$ cat config.mk
export PLATFORM = sky130hd
export DESIGN_NAME = alu_pipe
export DESIGN_NICKNAME = d
export VERILOG_FILES = /design/src/rtl/alu_pipe.sv
export SDC_FILE = /design/constraint.sdc
export NUM_CORES = 1
export LEC_CHECK = 0
export BUFFER_PORTS_ARGS = -buffer_cell sky130_fd_sc_hd__buf_4
export CAP_MARGIN = 5
export CORE_MARGIN = 8
export CORE_UTILIZATION = 61
export CTS_CLUSTER_SIZE = 24
export DETAILED_ROUTE_END_ITERATION = 10
export PLACE_DENSITY = 0.92
export SYNTH_ARGS = -nofsm -noshare
export SYNTH_HDL_FRONTEND = slang
export SYNTH_SLANG_ARGS = --single-unit
$ cat constraint.sdc
create_clock -name clk -period 5.75 [get_ports clk]
set_input_delay 0.8625 -clock clk [delete_from_list [all_inputs] [get_ports clk]]
set_output_delay 0.8625 -clock clk [all_outputs]
set_load 0.02 [all_outputs]
$ cat src/rtl/alu_pipe.sv
// alu_pipe: two-stage valid/ready pipelined ALU with Z/N/C/V flags.
// S1 captures the operation; S2 computes and holds the result.
//
// Ports:
//   clk, rst_n           clock, async active-low reset
//   in_valid / in_ready  input handshake
//   in_a, in_b           operands (DSIZE)
//   in_op                0 ADD 1 SUB 2 AND 3 XOR 4 SLL 5 SRL 6 SRA 7 ROR
//   in_imm               shift/rotate amount (IMMW)
//   in_sat               signed saturation for ADD/SUB
//   in_tag               sideband tag (TAGW)
//   out_valid/out_ready  output handshake
//   out_data             result (DSIZE)
//   out_flags            {Z,N,C,V}
//   out_tag              tag of the returned operation
module alu_pipe #(
  parameter int DSIZE = 16,
  parameter int IMMW  = 4,
  parameter int TAGW  = 4
) (
  input  logic             clk,
  input  logic             rst_n,
  input  logic             in_valid,
  output logic             in_ready,
  input  logic [DSIZE-1:0] in_a,
  input  logic [DSIZE-1:0] in_b,
  input  logic [2:0]       in_op,
  input  logic [IMMW-1:0]  in_imm,
  input  logic             in_sat,
  input  logic [TAGW-1:0]  in_tag,
  output logic             out_valid,
  input  logic             out_ready,
  output logic [DSIZE-1:0] out_data,
  output logic [3:0]       out_flags,
  output logic [TAGW-1:0]  out_tag
);

  localparam int MSB = DSIZE - 1;

  typedef struct packed {
    logic [DSIZE-1:0] a;
    logic [DSIZE-1:0] b;
    logic [2:0]       op;
    logic [IMMW-1:0]  imm;
    logic             sat;
    logic [TAGW-1:0]  tag;
  } s1_t;

  s1_t  s1_q;
  logic s1_valid;
  logic s2_free;
  logic s1_move;
  logic in_xfer;

  assign s2_free  = !out_valid || out_ready;
  assign s1_move  = s1_valid && s2_free;
  assign in_ready = !s1_valid || s1_move;
  assign in_xfer  = in_valid && in_ready;

  always_ff @(posedge clk or negedge rst_n) begin
    if (!rst_n) begin
      s1_q     <= '0;
      s1_valid <= 1'b0;
    end else if (in_xfer) begin
      s1_q <= '{a:   in_a,
                b:   in_b,
                op:  in_op,
                imm: in_imm,
                sat: in_sat,
                tag: in_tag};
      s1_valid <= 1'b1;
    end else if (s1_move) begin
      s1_valid <= 1'b0;
    end
  end

  logic [DSIZE-1:0] a;
  logic [DSIZE-1:0] b;
  logic             is_add;
  logic             is_sub;
  logic             is_and;
  logic             is_xor;
  logic             is_sll;
  logic             is_srl;
  logic             is_sra;
  logic             is_ror;

  assign a      = s1_q.a;
  assign b      = s1_q.b;
  assign is_add = s1_q.op == 3'd0;
  assign is_sub = s1_q.op == 3'd1;
  assign is_and = s1_q.op == 3'd2;
  assign is_xor = s1_q.op == 3'd3;
  assign is_sll = s1_q.op == 3'd4;
  assign is_srl = s1_q.op == 3'd5;
  assign is_sra = s1_q.op == 3'd6;
  assign is_ror = s1_q.op == 3'd7;

  // Shared adder: SUB is a + ~b + 1.
  logic [DSIZE-1:0] bx;
  logic [DSIZE:0]   sum;
  logic             ovf;
  logic [DSIZE-1:0] sat_val;

  assign bx  = is_sub ? ~b : b;
  assign sum = {1'b0, a} + {1'b0, bx}
             + {{DSIZE{1'b0}}, is_sub};
  assign ovf = (a[MSB] == bx[MSB])
            && (sum[MSB] != a[MSB]);
  // Overflow direction follows the sign of a.
  assign sat_val = a[MSB]
    ? {1'b1, {(DSIZE-1){1'b0}}}
    : {1'b0, {(DSIZE-1){1'b1}}};

  // One extra bit beside the data catches the
  // last bit shifted out, including imm==DSIZE.
  logic [31:0]             amt;
  logic [31:0]             rk;
  logic [DSIZE:0]          sll_w;
  logic [DSIZE:0]          srl_w;
  logic signed [DSIZE:0]   sra_in;
  logic [DSIZE:0]          sra_w;
  logic [DSIZE-1:0]        ror_w;

  assign amt    = 32'(s1_q.imm);
  assign rk     = amt % 32'(DSIZE);
  assign sll_w  = {1'b0, a} << amt;
  assign srl_w  = {a, 1'b0} >> amt;
  assign sra_in = {a, 1'b0};
  assign sra_w  = sra_in >>> amt;
  assign ror_w  = (a >> rk)
                | (a << (32'(DSIZE) - rk));

  logic [DSIZE-1:0] res;
  logic             c;
  logic             v;

  always_comb begin
    res = '0;
    c   = 1'b0;
    v   = 1'b0;
    unique case (1'b1)
      is_add, is_sub: begin
        res = sum[MSB:0];
        c   = sum[DSIZE];
        v   = ovf;
        if (s1_q.sat && ovf) res = sat_val;
      end
      is_and: res = a & b;
      is_xor: res = a ^ b;
      is_sll: {c, res} = sll_w;
      is_srl: {res, c} = srl_w;
      is_sra: {res, c} = sra_w;
      is_ror: begin
        res = ror_w;
        c   = (rk != 32'd0) && ror_w[MSB];
      end
      default: ;
    endcase
  end

  always_ff @(posedge clk or negedge rst_n) begin
    if (!rst_n) begin
      out_valid <= 1'b0;
      out_data  <= '0;
      out_flags <= '0;
      out_tag   <= '0;
    end else if (s1_move) begin
      out_valid <= 1'b1;
      out_data  <= res;
      out_flags <= {res == '0, res[MSB], c, v};
      out_tag   <= s1_q.tag;
    end else if (out_ready) begin
      out_valid <= 1'b0;
    end
  end

endmodule

==> results of run 1 <==
## cell families (layout without fill, tap and decap cells)
| logic type | count (synthesis) | after routing | share of synthesized area (%) |
|---|---|---|---|
| adder cells (fa/ha/maj) | 33 | 33 | 6.146 |
| multiplexers | 142 | 142 | 25.61 |
| buffers and inverters | 77 | 109 | 4.921 |
| flip-flops | 69 | 69 | 25.24 |
| AND/OR/NAND/NOR | 228 | 228 | 15.86 |
| AO/OA/AOI/OAI | 190 | 190 | 18.64 |
| XOR/XNOR | 28 | 28 | 3.585 |
## cell type report
class                   instances  area (sq um)
clock buffers                   9         123.9
multi-input cells             621          4780
fillers                       815          3371
clock inverters                 6         41.29
inverters                      10         37.54
flip-flops and latches         69          1729
repair buffers                 84         630.6
well taps                     140         175.2
## how the worst max path moves through the flow
stage	slack (ps)	endpoint	cells past startpoint
final	700	out_flags[3]	13
after global placement	1100	out_flags[3]	13
after global routing	400	out_flags[3]	13
after floorplan	960	out_flags[3]	18
after detailed placement	870	out_flags[3]	13
after CTS	830	out_flags[3]	13
## registers in the layout (all words and copies together) (netlist names)
| name | flops |
|---|---|
| out_tag | 4 |
| s1_q | 8 |
| out_data | 15 |
| b | 16 |
| amt | 4 |
| out_valid | 1 |
| out_flags | 4 |
| s1_valid | 1 |
| a | 16 |
## cells in the mapped netlist (all sizes together), types with 6 or more instances
| master | instances | area, sq um |
|---|---|---|
| nand2 | 87 | 326.6 |
| dfrtp | 69 | 1727 |
| mux2 | 61 | 686.9 |
| mux2i | 61 | 614.3 |
| nor2 | 52 | 195.2 |
| o21ai | 47 | 235.2 |
| clkbuf | 41 | 153.9 |
| a21oi | 36 | 180.2 |
| ha | 32 | 400.4 |
| buf | 26 | 145.1 |
| xor2 | 21 | 183.9 |
| mux4 | 20 | 450.4 |
| nor3 | 16 | 80.08 |
| o211ai | 16 | 125.1 |
| o22ai | 14 | 93.84 |
| nand3 | 12 | 60.06 |
| a211oi | 11 | 82.58 |
| a31oi | 11 | 68.82 |
| nand2b | 10 | 62.56 |
| nor2b | 9 | 56.30 |
| inv | 8 | 30.03 |
| nor4 | 8 | 56.30 |
| o221ai | 8 | 76.32 |
| and2 | 7 | 43.79 |
| xnor2 | 7 | 61.31 |
| a2111oi | 6 | 52.55 |
| o21a | 6 | 45.04 |
## worst max-delay path, delay by kind of cell (launching register included)
kind	cells	cell delay (ps)
AOI/OAI and AO/OA	5	1260
xor gates and xnor gates	1	200
adders and majority gates	1	390
DFF	1	590
and+or+nand+nor	6	2500
## metrics by stage
stage	total power, mW	std cells	setup slack [ps]	hold WS (ps)
floorplan	1.857	767	961.1	433.1
global placement	2.348	924	1097	443.7
detailed placement	2.402	924	871.2	461.5
CTS	2.765	939	831.6	477.6
global route	2.947	939	403.4	482.6
finish	2.839	939	704.2	467.1
## metal layers
layer | track usage [%] | vias up | wire (um)
met5 | 0 | - | 0
met4 | 15.34 | 0 | 1188
met3 | 8.144 | 105 | 2725
met2 | 52.51 | 523 | 11650
met1 | 45.05 | 3290 | 10210
li1 | - | 2924 | -
## power by group through the flow
| stage | combinational, mW | clock [mW] | sequential [mW] |
|---|---|---|---|
| final | 1.70 | 0.367 | 0.773 |
| after global routing | 1.79 | 0.376 | 0.781 |
| after CTS | 1.64 | 0.363 | 0.761 |
| after detailed placement | 1.63 | 0 | 0.770 |
| after global placement | 1.59 | 0 | 0.761 |
| after floorplan | 1.11 | 0 | 0.746 |
==> results.md, run 1 <==
- Outcome: completed
- Die area: 0.01486 sq mm
- Longest Clk Path Bufs: 2
- CTS root buf: clkbuf_8
- Leading cell type in the layout, fill and taps excluded: nand2_1
- Vias post-DR: 6842
- Critical Path Start: s1_q[11]
- CTS tree: yes
- Worst vdd ir: 0.2355 mV
- Layout area overhead: 9.896%
- Worst slew pin tran: 1114 ps
- Crit path max fanout: 20
- Initial Util: 62.82%
- Hold Fails Final Rpt: 0
- All-layer global routing usage: 34.24%
- Mapped Avg Cell Area: 8.918 sq um
- Global-route wire length before repair: 38640 um
- Routed wire length: 25770 um
- Worst flop-to-flop path startpoint: s1_q[11]
- R2R Path End: out_flags[3]
- Yosys reg bits: 69
- Core area: 0.01089 sq mm
- Most frequent cell on the critical path: and2_1
- Port Buffers: 73
- Syn_nets: 848
- Ys Warns: 0
- Final Slew Violations: 0
- Critical path required time: 6050 ps
- Crit start category: register
- Finish-stage setup viols: 0
- Critical Path Max Stage Delay: 750 ps
- Share of cells above drive strength 1: 24.53%
- Largest net degree at the start of global routing: 70
- Antenna diodes: 0
- Area after DPL: 0.007352 sq mm
- # DRC: 0
- DR vias/cell: 7.286
- Num ports: 74
- Min-Delay Startpoint: s1_q[1]
- Crit path arrival time: 5340 ps
- Final instance area: 0.007517 sq mm
- Switching Share: 49.82%
- DRT antenna net count: 0
- Global route overflow: 0
- Setup CP Type: register to register
- Int Pwr: 1.425 mW
- Register-to-register setup slack: 700 ps
- Max_cap viols: 0
- Power share of the combinational group: 59.8%
- Max_slew headroom: 25.18%
- Post-DP HPWL: 18490 um
- Routability Congestion: 1.065
- Post-cts hold buffer count: 0
- Synth unique cells: 75
- Clock Sinks: 69
- Min Tclk post-route: 5046 ps
- Mean routed wirelength per cell: 27.45 um
- Cell Rows: 38
- EDFF count, synth: 0
- Setup Fix Bufs, Post-CTS: 0
- Setup TNS: 0 ps
- Vias in the first global route: 6529
- Initial DRT Pass Iterations: 8
- Fmax: 0.1982 GHz
- Lkg Pwr: 3.232 nW
- Mapped cell area: 0.006840 sq mm
- Post-cts gate resize count: 0
- Number of buffers created by CTS: 9
- Worst Hold Path Cells: 2
- Final core occ: 69.04%
- Most frequent cells in the layout: nand2_1, buf_4, dfrtp_1
- CP endpoint kind: register
- Initial DRC Count: 1037
- Clk slew on worst S/H paths: 90 ps
- Die Wd: 121.9 um
- Reg2Reg Depth: 13
- Async SR Flop Fraction: 100.0%
- Sequential cell area fraction in the yosys report: 25.24%
- Main synth FF type: dfrtp_1
- Skew final: 18.55 ps
- PD cells: 377.7 mW/mm^2
- Clock share of power: 12.9%
- Critical Path, Cell by Cell: nor2_1 > and2_1 > xor2_1 > ha_1 > a21oi_1 > o21ai_0 > a221oi_2 > and2_1 > o211ai_1 > or4_1 > nor4_1 > nand4_1 > o31ai_2
- HP Class: register to register
- Nets: 876
- H-tree levels: 3
- Die Span Y: 121.9 um
- Initial antenna violation count: 0
- Unrepaired setup endpoints after global routing: false
- Switching pwr: 1.414 mW
- Sequential group share of total power: 27.2%
- Skew-Pair Late Insertion Delay: 390 ps
- Period utilisation layout: 87.75%
- Cells after Synth: 767
- Crit-path slowest cell: and2_1
- Hold Path Sink: out_tag[1]
(Power assumes the default switching activity.)
==> run 2, diff against run 1 <==
--- a/config.mk
+++ b/config.mk
@@ -12,6 +12,7 @@
 export CTS_CLUSTER_SIZE = 24
 export DETAILED_ROUTE_END_ITERATION = 10
 export PLACE_DENSITY = 0.92
+export RECOVER_POWER = 100
 export SYNTH_ARGS = -nofsm -noshare
 export SYNTH_HDL_FRONTEND = slang
 export SYNTH_SLANG_ARGS = --single-unit
==> run 2 against run 1 <==
Net effect:
- the flow now finishes with violations (max-capacitance violations, max-slew violations)
- sequential power is essentially flat
- design area fell by 1.4%
- sequential share of layout area up 0.32 points
- largest cell class unchanged
- critical path type unchanged
- wire length fell by 0.40%
- clock power is essentially flat
==> results.md, run 2 (synthesis gave the netlist of run 1 again) <==
- Post-DP HPWL: 18490 um (unchanged)
- Worst slew pin tran: 3818 ps (+2704 ps)
- Global-route wire length before repair: 38640 um (unchanged)
- Max_slew headroom: -154.5% (-180 points)
- Crit path max fanout: 20 (unchanged)
- Port Buffers: 73 (unchanged)
- Fmax: 0.1927 GHz (-2.8%)
- Post-route setup slack: 561.0 ps (-143.2 ps)
- Vias in the first global route: 6529 (unchanged)
- Crit path arrival time: 5480 ps (+140 ps)
- Lkg Pwr: 3.130 nW (-3.2%)
- Initial antenna violation count: 0 (unchanged)
- Largest net degree at the start of global routing: 70 (unchanged)
- Num ports: 74 (unchanged)
- Die area: 0.01486 sq mm (unchanged)
- Top delay family on crit path: simple AND/OR/NAND/NOR gates
- # DRC: 0 (unchanged)
- Worst vdd ir: 0.2337 mV (-0.77%)
- HP Class: register to register
- Finish-stage setup viols: 0 (unchanged)
- Worst Path Buf+Inv: 0 (unchanged)
- DRT antenna net count: 0 (unchanged)
- Routed wire length: 25670 um (-0.40%)
- Period utilisation layout: 90.24% (+2.5 points)
- All-layer global routing usage: 34.24% (unchanged)
- Critical Path Max Stage Delay: 750 ps (about the same)
- Mean routed wirelength per cell: 27.34 um (-0.40%)
- Antenna diodes: 0 (unchanged)
- Skew-Pair Late Insertion Delay: 380 ps (about the same)
- Setup CP Type: register to register
- Routability Congestion: 1.065 (unchanged)
- Final Slew Violations: 115 (+115)
- Die Wd: 121.9 um (unchanged)
- Critical Path, Cell by Cell: nor2_1 > and2_1 > xor2_1 > ha_1 > a21oi_1 > o21ai_0 > a221oi_2 > and2_0 > o221ai_1 > or4_1 > nor4_1 > nand4_1 > o31ai_2
- Initial DRT Pass Iterations: 6 (-2)
- Most frequent cells in the layout: nand2_1, dfrtp_1, mux2i_1
- Setup WS pre-CTS: 871.2 ps (unchanged)
- Longest Clk Path Bufs: 2 (unchanged)
- PD cells: 375.0 mW/mm^2 (-0.71%)
- Global route overflow: 0 (unchanged)
- Clock Sinks: 69 (unchanged)
- Clk slew on worst S/H paths: 90 ps (about the same)
- CTS tree: yes
- Initial DRC Count: 1035 (-0.19%)
- Post-cts hold buffer count: 0 (unchanged)
- Setup Fix Bufs, Post-CTS: 0 (unchanged)
- Max_cap viols: 2 (+2)
- Core area: 0.01089 sq mm (unchanged)
- Crit-path slowest cell: and2_1
- Number of buffers created by CTS: 9 (unchanged)
- Leading cell type in the layout, fill and taps excluded: nand2_1
- Vias post-DR: 6819 (-0.34%)
- Unrepaired setup endpoints after global routing: false
- Critical path required time: 6050 ps (about the same)
- Post-cts gate resize count: 0 (unchanged)
- Setup TNS: 0 ps (unchanged)
- Cell Rows: 38 (unchanged)
- Layout area overhead: 8.378%
- DR vias/cell: 7.262 (-0.34%)
- CTS root buf: clkbuf_8
- CP endpoint kind: register
- Min Tclk post-route: 5189 ps (+143.2 ps)
- Skew final: 17.72 ps (-0.8248 ps)
- Initial Util: 62.82% (unchanged)
- Share of cells above drive strength 1: 20.65% (-3.9 points)
- Outcome: finished with violations
- H-tree levels: 3 (unchanged)
- Number of fill cells: 848 (+4.0%)
- Failing checks: max-capacitance violations, max-slew violations
- Nets: 876 (unchanged)
- Hold Fails Final Rpt: 0 (unchanged)
- Crit start category: register
- Die Span Y: 121.9 um (unchanged)
-- run 2: cell count changes in the layout (fill, tap and decap cells not counted) --
| cell | before | now |
|---|---|---|
| mux2_1 | 0 | 3 |
| mux2_2 | 61 | 58 |
| buf_4 | 84 | 56 |
| clkbuf_1 | 0 | 27 |
| nand2_2 | 1 | 0 |
| nand2_1 | 86 | 87 |
| clkbuf_4 | 0 | 1 |
| and2_1 | 7 | 6 |
| and2_0 | 0 | 1 |
-- run 2: area by class of cell --
cell class	count	area (sq um)	share of cell area [%]
clock inverter	6	41.29	0.5570
multi-input combinational	621	4777	64.44
timing repair buffer	84	529.3	7.139
inverter	10	37.54	0.5063
sequential	69	1729	23.32
clock buffer	9	123.9	1.671
tap	140	175.2	2.363
-- run 2: where the power goes --
group,switching [mW],internal [mW]
Clock,0.211,0.153
Sequential,0.182,0.590
Combinational,1.02,0.627
Total,1.41,1.37
-- run 2: final timing paths --
kind                           from            to  slack [ps]  cells after the start
min in group asynchronous     rst_n          a[7]        1770                      1
min                         s1_q[1]    out_tag[1]         470                      2
min reg2reg                 s1_q[1]    out_tag[1]         470                      2
max reg2reg                s1_q[11]  out_flags[3]         560                     13
max in group asynchronous     rst_n        amt[2]        1520                      1
max                        s1_q[11]  out_flags[3]         560                     13
-- run 2: per-layer routing --
metal	GRT usage [%]	vias to the layer above	part of all wire (%)
met1	45.05	3251	39
met5	0	-	0
met4	15.34	0	4.6
met2	52.51	538	45
li1	-	2924	-
met3	8.144	106	12
-- run 2: through the flow --
step	hold slack, ps	cell area, sq um	cells	power [mW]	utilization (%)
floorplan	433.1	6840	767	1.857	-
global placement	443.7	7352	924	2.348	67.52
detailed placement	461.5	7352	924	2.402	67.52
CTS	477.6	7517	939	2.765	69.04
global route	482.6	7413	939	2.892	68.09
finish	473.8	7413	939	2.780	68.09
-- run 2: worst register-to-register path: cells and delay by family (launching register included) --
family	cells	cell delay, ps
and+or+nand+nor	6	2590
AOI/OAI and AO/OA	5	1310
DFF	1	580
adders and majority gates	1	390
xor gates and xnor gates	1	210
